--- src/rtl/rom_sequencer_pkg.sv ---
// Shared definitions for the ROM read sequencer: default geometry and FSM states.
// Latency: n/a (types and constants only).
// Backpressure: n/a.
package rom_sequencer_pkg;

    localparam int ROM_AW = 4;
    localparam int ROM_DW = 8;

    typedef enum logic [1:0] {
        ST_IDLE  = 2'd0,
        ST_READ  = 2'd1,
        ST_DRAIN = 2'd2
    } state_t;

endpackage

--- src/rtl/rom_sequencer_if.sv ---
// Bundle of control, ROM-side and output-stream signals of the ROM sequencer.
// Latency: n/a (wiring only).
// Backpressure: out_ready from the consumer stalls the output stream.
interface rom_sequencer_if
    import rom_sequencer_pkg::*;
#(
    parameter int AW = ROM_AW,
    parameter int DW = ROM_DW
);
    logic          start;
    logic [AW-1:0] first_addr;
    logic [AW-1:0] last_addr;
    logic          busy;
    logic          done;
    logic [AW-1:0] rom_addr;
    logic          rom_en;
    logic          rom_ce;
    logic [DW-1:0] rom_data;
    logic [DW-1:0] out_data;
    logic          out_valid;
    logic          out_ready;
    logic          out_last;

    // Sequencer side.
    modport master (
        input  start, first_addr, last_addr, rom_data, out_ready,
        output busy, done, rom_addr, rom_en, rom_ce, out_data, out_valid, out_last
    );

    // Requester / ROM / consumer side.
    modport slave (
        output start, first_addr, last_addr, rom_data, out_ready,
        input  busy, done, rom_addr, rom_en, rom_ce, out_data, out_valid, out_last
    );

endinterface

--- src/rtl/rom_addr_ctr.sv ---
// Loadable wrapping address counter; remembers the sweep's last address.
// Latency: addr updates one edge after load/inc; at_last is combinational on addr.
// Backpressure: holds whenever inc is low.
module rom_addr_ctr #(
    parameter int AW = 4
) (
    input  logic          clk,
    input  logic          rst,
    input  logic          load,
    input  logic [AW-1:0] load_val,
    input  logic [AW-1:0] last_val,
    input  logic          inc,
    output logic [AW-1:0] addr,
    output logic          at_last
);
    logic [AW-1:0] last_q;

    // Load start/end bounds together; otherwise step by one with natural wrap.
    always_ff @(posedge clk) begin
        if (rst) begin
            addr   <= '0;
            last_q <= '0;
        end else if (load) begin
            addr   <= load_val;
            last_q <= last_val;
        end else if (inc) begin
            addr   <= addr + AW'(1);
        end
    end

    assign at_last = (addr == last_q);

endmodule

--- src/rtl/rom_sequencer.sv ---
// Sweeps ROM addresses first..last (wrapping) and streams the words out.
// Latency: start -> first out_valid is 2 edges; 1 word/cycle when out_ready stays high.
// Backpressure: out_ready low freezes rom_addr and the output register, no bubbles.
module rom_sequencer
    import rom_sequencer_pkg::*;
#(
    parameter int AW = ROM_AW,
    parameter int DW = ROM_DW
) (
    input  logic            clk,
    input  logic            rst,
    rom_sequencer_if.master bus
);
    state_t        state;
    logic          busy_q;
    logic          done_q;
    logic          rom_en_q;
    logic          rom_ce_q;
    logic [DW-1:0] out_data_q;
    logic          out_valid_q;
    logic          out_last_q;

    logic [AW-1:0] addr;
    logic          at_last;
    logic          capture;
    logic          accept_last;
    logic          ctr_load;
    logic          ctr_inc;
    logic [AW-1:0] ld_first;
    logic [AW-1:0] ld_last;

    // Output register may take a new word when empty or being drained this cycle.
    assign capture     = !out_valid_q || bus.out_ready;
    assign accept_last = out_valid_q && bus.out_ready && out_last_q;

    rom_addr_ctr #(.AW(AW)) u_ctr (
        .clk      (clk),
        .rst      (rst),
        .load     (ctr_load),
        .load_val (ld_first),
        .last_val (ld_last),
        .inc      (ctr_inc),
        .addr     (addr),
        .at_last  (at_last)
    );

    // Counter control: latch bounds on start, advance on each non-final capture,
    // and park the address back at zero when the sweep completes.
    always_comb begin
        ctr_load = 1'b0;
        ctr_inc  = 1'b0;
        ld_first = '0;
        ld_last  = '0;
        case (state)
            ST_IDLE: begin
                if (bus.start) begin
                    ctr_load = 1'b1;
                    ld_first = bus.first_addr;
                    ld_last  = bus.last_addr;
                end
            end
            ST_READ:  ctr_inc  = capture && !at_last;
            ST_DRAIN: ctr_load = accept_last;
            default:  ;
        endcase
    end

    // Sweep FSM with registered status, ROM strobes and output stream register.
    always_ff @(posedge clk) begin
        if (rst) begin
            state       <= ST_IDLE;
            busy_q      <= 1'b0;
            done_q      <= 1'b0;
            rom_en_q    <= 1'b0;
            rom_ce_q    <= 1'b0;
            out_data_q  <= '0;
            out_valid_q <= 1'b0;
            out_last_q  <= 1'b0;
        end else begin
            done_q <= 1'b0;
            case (state)
                ST_IDLE: begin
                    if (bus.start) begin
                        busy_q   <= 1'b1;
                        rom_en_q <= 1'b1;
                        rom_ce_q <= 1'b1;
                        state    <= ST_READ;
                    end
                end
                ST_READ: begin
                    if (capture) begin
                        out_data_q  <= bus.rom_data;
                        out_valid_q <= 1'b1;
                        out_last_q  <= at_last;
                        if (at_last) begin
                            rom_en_q <= 1'b0;
                            state    <= ST_DRAIN;
                        end
                    end
                end
                ST_DRAIN: begin
                    if (accept_last) begin
                        out_valid_q <= 1'b0;
                        out_last_q  <= 1'b0;
                        done_q      <= 1'b1;
                        busy_q      <= 1'b0;
                        rom_ce_q    <= 1'b0;
                        state       <= ST_IDLE;
                    end
                end
                default: state <= ST_IDLE;
            endcase
        end
    end

    assign bus.busy      = busy_q;
    assign bus.done      = done_q;
    assign bus.rom_addr  = addr;
    assign bus.rom_en    = rom_en_q;
    assign bus.rom_ce    = rom_ce_q;
    assign bus.out_data  = out_data_q;
    assign bus.out_valid = out_valid_q;
    assign bus.out_last  = out_last_q;

endmodule

--- src/flat_wrapper.sv ---
// flat-port wrapper written by rule: the top's interface ports become plain ports
module rom_sequencer_flat import rom_sequencer_pkg::*;
#(
    parameter int AW = ROM_AW,
    parameter int DW = ROM_DW
)
  (clk, rst, bus_start, bus_first_addr, bus_last_addr, bus_rom_data, bus_out_ready, bus_busy, bus_done, bus_rom_addr, bus_rom_en, bus_rom_ce, bus_out_data, bus_out_valid, bus_out_last);
  rom_sequencer_if #(.AW(AW), .DW(DW)) bus_i ();
  input  logic clk;
  input  logic rst;
  input wire logic [$bits(bus_i.start)-1:0] bus_start;
  input wire logic [$bits(bus_i.first_addr)-1:0] bus_first_addr;
  input wire logic [$bits(bus_i.last_addr)-1:0] bus_last_addr;
  input wire logic [$bits(bus_i.rom_data)-1:0] bus_rom_data;
  input wire logic [$bits(bus_i.out_ready)-1:0] bus_out_ready;
  output wire logic [$bits(bus_i.busy)-1:0] bus_busy;
  output wire logic [$bits(bus_i.done)-1:0] bus_done;
  output wire logic [$bits(bus_i.rom_addr)-1:0] bus_rom_addr;
  output wire logic [$bits(bus_i.rom_en)-1:0] bus_rom_en;
  output wire logic [$bits(bus_i.rom_ce)-1:0] bus_rom_ce;
  output wire logic [$bits(bus_i.out_data)-1:0] bus_out_data;
  output wire logic [$bits(bus_i.out_valid)-1:0] bus_out_valid;
  output wire logic [$bits(bus_i.out_last)-1:0] bus_out_last;
  assign bus_i.start = bus_start;
  assign bus_i.first_addr = bus_first_addr;
  assign bus_i.last_addr = bus_last_addr;
  assign bus_i.rom_data = bus_rom_data;
  assign bus_i.out_ready = bus_out_ready;
  assign bus_busy = bus_i.busy;
  assign bus_done = bus_i.done;
  assign bus_rom_addr = bus_i.rom_addr;
  assign bus_rom_en = bus_i.rom_en;
  assign bus_rom_ce = bus_i.rom_ce;
  assign bus_out_data = bus_i.out_data;
  assign bus_out_valid = bus_i.out_valid;
  assign bus_out_last = bus_i.out_last;
  rom_sequencer #(.AW(AW), .DW(DW)) u_core (.clk(clk), .rst(rst), .bus(bus_i));
endmodule
--- config.mk ---
export PLATFORM = sky130hd
export DESIGN_NAME = rom_sequencer_flat
export DESIGN_NICKNAME = d
export VERILOG_FILES = /design/src/rtl/rom_sequencer_pkg.sv /design/src/rtl/rom_sequencer_if.sv /design/src/rtl/rom_addr_ctr.sv /design/src/rtl/rom_sequencer.sv /design/src/flat_wrapper.sv
export SDC_FILE = /design/constraint.sdc
export NUM_CORES = 1
export LEC_CHECK = 0
export CORE_UTILIZATION = 30
export DETAILED_ROUTE_END_ITERATION = 10
export PLACE_DENSITY = 0.65
export SETUP_SLACK_MARGIN = 0.4
export SYNTH_ARGS = -nofsm -noshare
export SYNTH_HDL_FRONTEND = slang
export SYNTH_HIERARCHICAL = 1
export SYNTH_SLANG_ARGS = --single-unit
--- constraint.sdc ---
create_clock -name clk -period 2.6 [get_ports clk]
set_clock_uncertainty 0.1 [all_clocks]
set_input_delay 0.26 -clock clk [delete_from_list [all_inputs] [get_ports clk]]
set_output_delay 0.26 -clock clk [all_outputs]
set_load 0.005 [all_outputs]
==> flow_summary.ini, run 1 <==
[timing]
finalHoldViolations = 0
rsz0062_at_grt = no
tns_ns = 0
relSlewSlack_pct = 44.9
worst_slew_pin_slew_ns = 0.824
setup_violations = 0
min_period_ns = 2.11
maxClockFrequency_mhz = 474
fin_crit_sh_pct = 81.1
slew_viol_final = 0

[yosys]
ys_top_cells_by_area = dfxtp_1 43%, mux2i_1 5.6%, a21oi_1 5.2%
synthCells = 122
syn_nets = 143
syn-cell-area_sq_um = 1060
synth_top_cell_area_share_pct = 43.3
synth_cell_types = 32
yosys.area.top_type = dfxtp_1
ys_seq_area_share_pct = 43.3
async_flop_share_pct = 0
ys_ff_latch = 23
synth_edf_count = 0
yosys_warnings = 6
syn_area_per_cell_sq_um = 8.72
ys.flop_type = dfxtp_1
yosysMostFrequentCell = dfxtp_1
synth_common_cells = 23 x dfxtp_1, 11 x a21oi_1, 10 x nor2_1, 10 x o21ai_0, 9 x nand3_1

[final_layout]
antenna_cells = 0
drive_above_1_share_pct = 5.16
final_cells = 201
syn_to_final_growth_pct = 39.4
final_nets = 177

[worst_setup_path]
worstSetupPathType = flop to flop
path_max_fanout = 5
r2r_slack_ns = 0.49
r2r-end = u_core/u_ctr/addr[1]
reg2reg_depth = 6
cp.arrival_ns = 2.19
required_ns = 2.68
crit_path_start_kind = flop
r2r-start = u_core/u_ctr/addr[0]
cp-end-kind = flop

[cts]
cts_inserted_buffers = 3
path_clk_slew_ns = 0.12
cts_max_level = 1
numClockSinks = 23
root_buffer = clkbuf_4
cts_tree = yes
cts_resized = 0
clk_path_buf_depth = 2
clock_latency_ns = 0.31
cts_setup_buffers = 0
cts_hold_buf = 0

[floorplan]
die_h_um = 61.5
die_width_um = 61.5
start_util_pct = 31.6
core_area_sq_um = 3360
rows = 21
ioPinCount = 38
die-area_sq_um = 3790

[power_and_ir_drop]
power.density_nw_per_um2 = 615
combPwrFrac_pct = 33.7
power_switching_uw = 284
p_leak_uw = 0.000571
p_int_uw = 628
power_frac_clock_pct = 17.8
ir_drop_uv = 256
power.share.sequential_pct = 48.5
switching_share_pct = 31.1

[global_route]
grt_start_max_net_pins = 24
grt_pass1_wl_mm = 3.72
overflow = 0
first_global_vias = 866
antenna_found_initial = 0
grt_usage_pct = 13.6

[drt]
final_antenna_net_count = 0
remaining_drc_errors = 0
viasPerCell = 4.69
first_pass_iters = 4
wl_per_cell_um = 11.7
drt-initial-drc-count = 66
vias = 942
routed_wl_mm = 2.36

[worst_hold_path]
hold_start = u_core/bus.out_data[1]
min_to = u_core/bus.out_data[1]
hold_class = flop to flop
hold_depth = 2

[placed_design]
hpwl_mm = 1.73
gp_congestion = 0.770
dp_cells = 197
port_buffers = 37

[status]
status = complete, no violations

[job]
drv_cap = 0
[cell type report]
class	count	area, sq um
Multi-Input combinational cell	87	548
Inverter	3	11.3
Sequential cell	23	460
Fill cell	368	1880
Clock buffer	3	22.5
Tap cell	46	57.6
Clock inverter	1	5.00
Timing Repair Buffer	38	378
[power groups by stage]
stage	Combinational [uW]	Sequential [uW]	Clock [uW]
final	308	442	162
after detailed placement	302	451	0
after floorplan	178	446	0
after CTS	304	443	174
after global placement	297	448	0
after global routing	340	451	187
[per-stage QoR]
stage / hold WS [ns] / power, uW / cell area, sq um / utilization [%] / setup WS (ns)
floorplan: 0.233 / 624 / 1060 / - / 0.756
global placement: 0.362 / 744 / 1450 / 43.1 / 0.454
detailed placement: 0.367 / 753 / 1450 / 43.1 / 0.355
CTS: 0.385 / 921 / 1480 / 43.9 / 0.448
global route: 0.385 / 978 / 1480 / 44.1 / 0.394
finish: 0.385 / 913 / 1480 / 44.1 / 0.492
[critical path, cell delays in order, from the launching register on]
cell	delay, ns
dfxtp_1	0.47
xor2_1	0.22
nor4_2	0.10
nor3_1	0.49
mux2_1	0.38
mux2i_1	0.15
nor2_1	0.06
[how the worst max path moves through the flow]
stage / startpoint / depth (start not counted) / endpoint
after floorplan: u_core/u_ctr/addr[0] / 6 / u_core/u_ctr/addr[1]
after global placement: bus_out_ready / 6 / u_core/u_ctr/addr[1]
after detailed placement: bus_out_ready / 6 / u_core/u_ctr/addr[1]
after CTS: u_core/u_ctr/addr[0] / 6 / u_core/u_ctr/addr[1]
after global routing: u_core/u_ctr/addr[0] / 6 / u_core/u_ctr/addr[1]
final: u_core/u_ctr/addr[0] / 6 / u_core/u_ctr/addr[1]
[cell families (layout without fill, tap and decap cells)]
group	count (synthesis)	count (layout)	share of synthesized area (%)
AND/OR/NAND/NOR	44	44	22.1
XOR/XNOR	7	7	5.76
multiplexers	7	7	6.71
flip-flops	23	23	43.3
AO/OA/AOI/OAI	28	28	15.2
adder cells (fa/ha/maj)	1	1	1.18
buffers and inverters	12	45	5.76
[sequential cells by signal (all words and copies together) (netlist names)]
signal	cells
u_core/bus.out_data	8
u_core/u_ctr/addr	4
u_core/u_ctr/last_q	4
u_core/state	2
u_core/bus.done	1
u_core/bus.out_last	1
u_core/bus.out_valid	1
u_core/bus.rom_ce	1
u_core/bus.rom_en	1
[layer usage]
layer / share of wire [%] / up-vias / wire, um / track usage [%]
li1: - / 479 / - / -
met1: 44 / 422 / 1050 / 15.4
met2: 45 / 35 / 1070 / 22.9
met3: 8.8 / 6 / 208 / 5.25
met4: 1.4 / 0 / 34 / 5.40
met5: 0 / - / 0 / 0
[layout by cell type, fill, tap and decap left out, types with 2 or more instances in the layout]
| master | synthesis | final |
|---|---|---|
| a21oi_1 | 11 | 11 |
| and2_1 | 8 | 8 |
| clkbuf_4 | 0 | 3 |
| clkdlybuf4s50_1 | 0 | 37 |
| dfxtp_1 | 23 | 23 |
| inv_1 | 3 | 3 |
| mux2i_1 | 6 | 6 |
| nand2_1 | 3 | 3 |
| nand2b_1 | 4 | 4 |
| nand3_1 | 9 | 9 |
| nor2_1 | 10 | 10 |
| nor2b_1 | 3 | 3 |
| nor3_1 | 2 | 2 |
| o21a_1 | 2 | 2 |
| o21ai_0 | 10 | 10 |
| xnor2_1 | 2 | 2 |
| xor2_1 | 5 | 5 |
Power figures use the tool's default switching activity.
==> run 2, diff against run 1 <==
Clock period 2.6 ns to 2.05 ns, I/O delays scaled along.
==> run 2 against run 1 <==
- worst setup slack got worse by 0.15 ns
- highest routed layer is now met3
- sequential cell count did not move
- count of clock-buffer cells in the layout did not move
- sequential power rose by 30%
- combinational power rose by 53%
- largest power group unchanged
- register-to-register slack got worse by 0.15 ns
- non-clock buffer count rose by 7
==> flow_summary.ini, run 2 (synthesis results as in run 1) <==
[placed_design]
placed_cell_area_sq_um = 1500
hpwl_mm = 1.81
dp_cells = 201
gp_congestion = 0.749
port_buffers = 37

[floorplan]
die-area_sq_um = 3790
core_area_sq_um = 3360
start_util_pct = 31.6
die_width_um = 61.5
ioPinCount = 38
rows = 21
die_h_um = 61.5

[timing]
worst_slew_pin_slew_ns = 0.389
maxClockFrequency_mhz = 587
setup_violations = 0
fin_crit_sh_pct = 83.1
relSlewSlack_pct = 74.1
finalHoldViolations = 0
fin_hold_ws_ns = 0.345
min_period_ns = 1.70
tns_ns = 0
slew_viol_final = 0
rsz0062_at_grt = yes

[cts]
clk_path_buf_depth = 2
clock_latency_ns = 0.31
path_clk_slew_ns = 0.13
numClockSinks = 23
cts_max_level = 1
cts_tree = yes
cts_inserted_buffers = 3
root_buffer = clkbuf_4

[final_layout]
final_nets = 184
final_area_sq_um = 1620
syn_to_final_growth_pct = 52.6
mostFrequentLayoutCells = 36 x clkdlybuf4s50_1, 15 x dfxtp_1, 11 x a21oi_1, 10 x nor2_1, 10 x o21ai_0
largest_reg_flops = 8
drive_above_1_share_pct = 17.9
layout_commonest_cell = clkdlybuf4s50_1
antenna_cells = 0
final_cells = 208

[drt]
first_pass_iters = 4
routed_wl_mm = 2.59
viasPerCell = 4.60
vias = 956
remaining_drc_errors = 0
drt-initial-drc-count = 41
final_antenna_net_count = 0
wl_per_cell_um = 12.4

[global_route]
overflow = 0
first_global_vias = 967
antenna_found_initial = 0
grt_usage_pct = 14.5
grt_start_max_net_pins = 24
grt_pass1_wl_mm = 4.11

[worst_setup_path]
crit_start = u_core/u_ctr/last_q[3]
setup.worst_path.end = u_core/u_ctr/addr[1]
r2r-end = u_core/u_ctr/addr[1]
path_max_fanout = 4
cp.arrival_ns = 1.81
r2r-start = u_core/u_ctr/last_q[3]
worstSetupPathType = flop to flop
reg2reg_depth = 6
cp-end-kind = flop
r2r_slack_ns = 0.35
crit_path_start_kind = flop
required_ns = 2.16

[worst_hold_path]
hold_class = input pin to flop

[power_and_ir_drop]
p_leak_uw = 0.000634
finalPower_uw = 1260
power.density_nw_per_um2 = 774
ir_drop_uv = 292

[status]
status = complete, no violations

[job]
drv_cap = 0
## run 2: worst min-delay path by stage
| stage | startpoint | end | slack, ns | cells past startpoint |
|---|---|---|---|---|
| 6_report | bus_rom_data[1] | u_core/bus.out_data[1] | 0.34 | 3 |
| 3_5_place_dp | u_core/bus.out_data[7] | u_core/bus.out_data[7] | 0.38 | 2 |
| 2_1_floorplan | rst | u_core/bus.out_valid | 0.18 | 1 |
| 5_1_grt | bus_rom_data[4] | u_core/bus.out_data[4] | 0.35 | 3 |
| 4_1_cts | bus_rom_data[5] | u_core/bus.out_data[5] | 0.33 | 3 |
| 3_3_place_gp | u_core/bus.out_data[1] | u_core/bus.out_data[1] | 0.36 | 2 |
## run 2: timing repair
| action | in CTS | in global routing |
|---|---|---|
| pin swaps | 3 | 0 |
| buffers inserted | 3 | 0 |
| hold buffers | 0 | 0 |
| setup endpoints to repair | 3 | 4 |
| resized for setup | 11 | 7 |
## run 2: area by class of cell
cell class / instances / area, sq um
flip-flops and latches: 23 / 480
multi-input cells: 87 / 613
inverters: 3 / 11.3
well taps: 46 / 57.6
repair buffers: 45 / 433
fillers: 345 / 1740
clock inverters: 1 / 5.00
clock buffers: 3 / 22.5
## run 2: per-layer routing
metal / vias up / wire length [um] / global-route usage, %
li1: 491 / - / -
met1: 435 / 1140 / 17.7
met2: 30 / 1310 / 26.7
met3: 0 / 140 / 2.52
met4: 0 / 0 / 2.86
met5: - / 0 / 0
## run 2: worst max-delay path: stages (launching register included)
cell     delay (ns)
dfxtp_2        0.36
xor2_2         0.18
nor4_4         0.37
nor3_4         0.11
mux2_4         0.31
mux2i_1        0.13
nor2_1         0.05
## run 2: per-stage QoR
| step | setup WS, ns | utilization (%) |
|---|---|---|
| 3_5_place_dp | 0.173 | 44.5 |
| 4_1_cts | 0.369 | 47.6 |
| 3_3_place_gp | 0.207 | 44.5 |
| 6_report | 0.347 | 48.3 |
| 2_1_floorplan | 0.389 | - |
| 5_1_grt | 0.295 | 48.3 |
## run 2: report_power, final
group	internal [uW]	total [uW]	switching, uW
logic	271	471	200
clock network	72.8	210	137
registers	511	575	64.3
==> run 3, diff against run 2 <==
Clock period 2.05 ns to 1.7 ns, I/O delays scaled along.
==> run 3 against run 2 <==
- via count is 9.9% higher
- hold slack worse by 0.054 ns
- critical path type unchanged
- die area stayed put
- clock power is 23% higher
- combinational power increased by 58%
- sequential cell count unchanged
- largest cell class unchanged
- non-clock buffer count is 17 higher
==> flow_summary.ini, run 3 (synthesis results as in run 1) <==
[floorplan]
die_width_um = 61.5
core_area_sq_um = 3360
ioPinCount = 38
die-area_sq_um = 3790
rows = 21
die_h_um = 61.5
start_util_pct = 31.6

[global_route]
grt_usage_pct = 14.9
antenna_found_initial = 0
first_global_vias = 986
grt_start_max_net_pins = 24
overflow = 0
grt_pass1_wl_mm = 4.21

[cts]
clk_path_buf_depth = 2
numClockSinks = 23
cts_tree = yes
cts_max_level = 1
root_buffer = clkbuf_4
clock_latency_ns = 0.32
cts_hold_buf = 0
path_clk_slew_ns = 0.13
cts_inserted_buffers = 3

[power_and_ir_drop]
ir_drop_uv = 349
finalPower_uw = 1690
p_leak_uw = 0.000810
power.density_nw_per_um2 = 918

[timing]
maxClockFrequency_mhz = 606
min_period_ns = 1.65
fin_crit_sh_pct = 97.0
slew_viol_final = 0
relSlewSlack_pct = 80.3
worst_slew_pin_slew_ns = 0.293
finalHoldViolations = 0
rsz0062_at_grt = yes
fin_ws_ns = 0.0505
setup_violations = 0

[worst_setup_path]
worstSetupPathType = flop to flop
required_ns = 1.82
cp-end-kind = flop
crit_path_start_kind = flop
path_max_fanout = 3
crit_chain = xor2_1 > nor4_4 > nor3_4 > mux2_4 > mux2i_1 > nor2_1
max_stage_delay_ns = 0.36
cp.arrival_ns = 1.77
cp_slowest_cell = nor4_4

[placed_design]
port_buffers = 37
dp_worst_setup_slack_ns = -0.0625
gp_congestion = 0.745
hpwl_mm = 1.80

[final_layout]
drive_above_1_share_pct = 36.7
seq_area_sq_um = 490
largest_reg_flops = 8
fill_cells = 333
final_nets = 202
mostFrequentLayoutCells = 19 x clkdlybuf4s50_1, 18 x buf_4, 18 x dfxtp_2, 15 x dlygate4sd2_1, 11 x a21oi_1
multiInputGateArea_sq_um = 653
syn_to_final_growth_pct = 73.2
antenna_cells = 0
layout_commonest_cell = clkdlybuf4s50_1

[drt]
routed_wl_mm = 2.78
drt-initial-drc-count = 41
vias = 1051
wl_per_cell_um = 12.3
remaining_drc_errors = 0
viasPerCell = 4.65
final_antenna_net_count = 0
first_pass_iters = 2

[worst_hold_path]
hold_class = input pin to flop

[job]
drv_cap = 0

[status]
status = complete, no violations
## run 3: power breakdown
| part | total, uW | switching [uW] | internal [uW] |
|---|---|---|---|
| registers | 690 | 64.0 | 626 |
| clock network | 258 | 170 | 88.0 |
| logic | 743 | 300 | 443 |
| total | 1690 | 534 | 1160 |
## run 3: metrics by stage
stage | util (%) | instances | setup TNS, ns | hold WS (ns) | cell area, sq um
floorplan | - | 122 | 0 | 0.135 | 1130
detailed placement | 47.5 | 207 | -0.200 | 0.368 | 1600
global route | 54.8 | 226 | -0.0389 | 0.305 | 1840
finish | 54.8 | 226 | 0 | 0.290 | 1840
global placement | 47.5 | 207 | -0.0185 | 0.359 | 1600
CTS | 53.1 | 223 | 0 | 0.286 | 1790
## run 3: final timing paths
kind / start / to / slack, ns / depth (start not counted)
max: u_core/u_ctr/last_q[3] / u_core/u_ctr/addr[1] / 0.05 / 6
min: bus_rom_data[4] / u_core/bus.out_data[4] / 0.29 / 3
min reg2reg: u_core/bus.out_data[1] / u_core/bus.out_data[1] / 0.38 / 2
max reg2reg: u_core/u_ctr/last_q[3] / u_core/u_ctr/addr[1] / 0.05 / 6
## run 3: cell type report
class,count,share of cell area [%]
Tap cell,46,3.12
Clock buffer,3,1.22
Clock inverter,1,0.272
Sequential cell,23,26.6
Inverter,3,0.611
Multi-Input combinational cell,88,35.5
Timing Repair Buffer,62,32.7
## run 3: routing by layer
metal	up-vias	global-route usage [%]	share of wire, %
li1	533	-	-
met1	485	17.4	43
met2	31	27.0	51
met3	2	3.57	5.4
met4	0	3.81	0.58
met5	-	0	0
## run 3: timing repair
action | in CTS | in global routing
gates cloned | 2 | 0
pin swaps | 3 | 3
gates resized for setup | 47 | 11
setup endpoints to repair | 31 | 25
setup buffers | 10 | 3
## run 3: critical path: cells and delay by family (launching register included)
family	cells	cell delay [ns]
DFF	1	0.34
and+or+nand+nor	3	0.49
muxes	2	0.44
xor gates and xnor gates	1	0.18
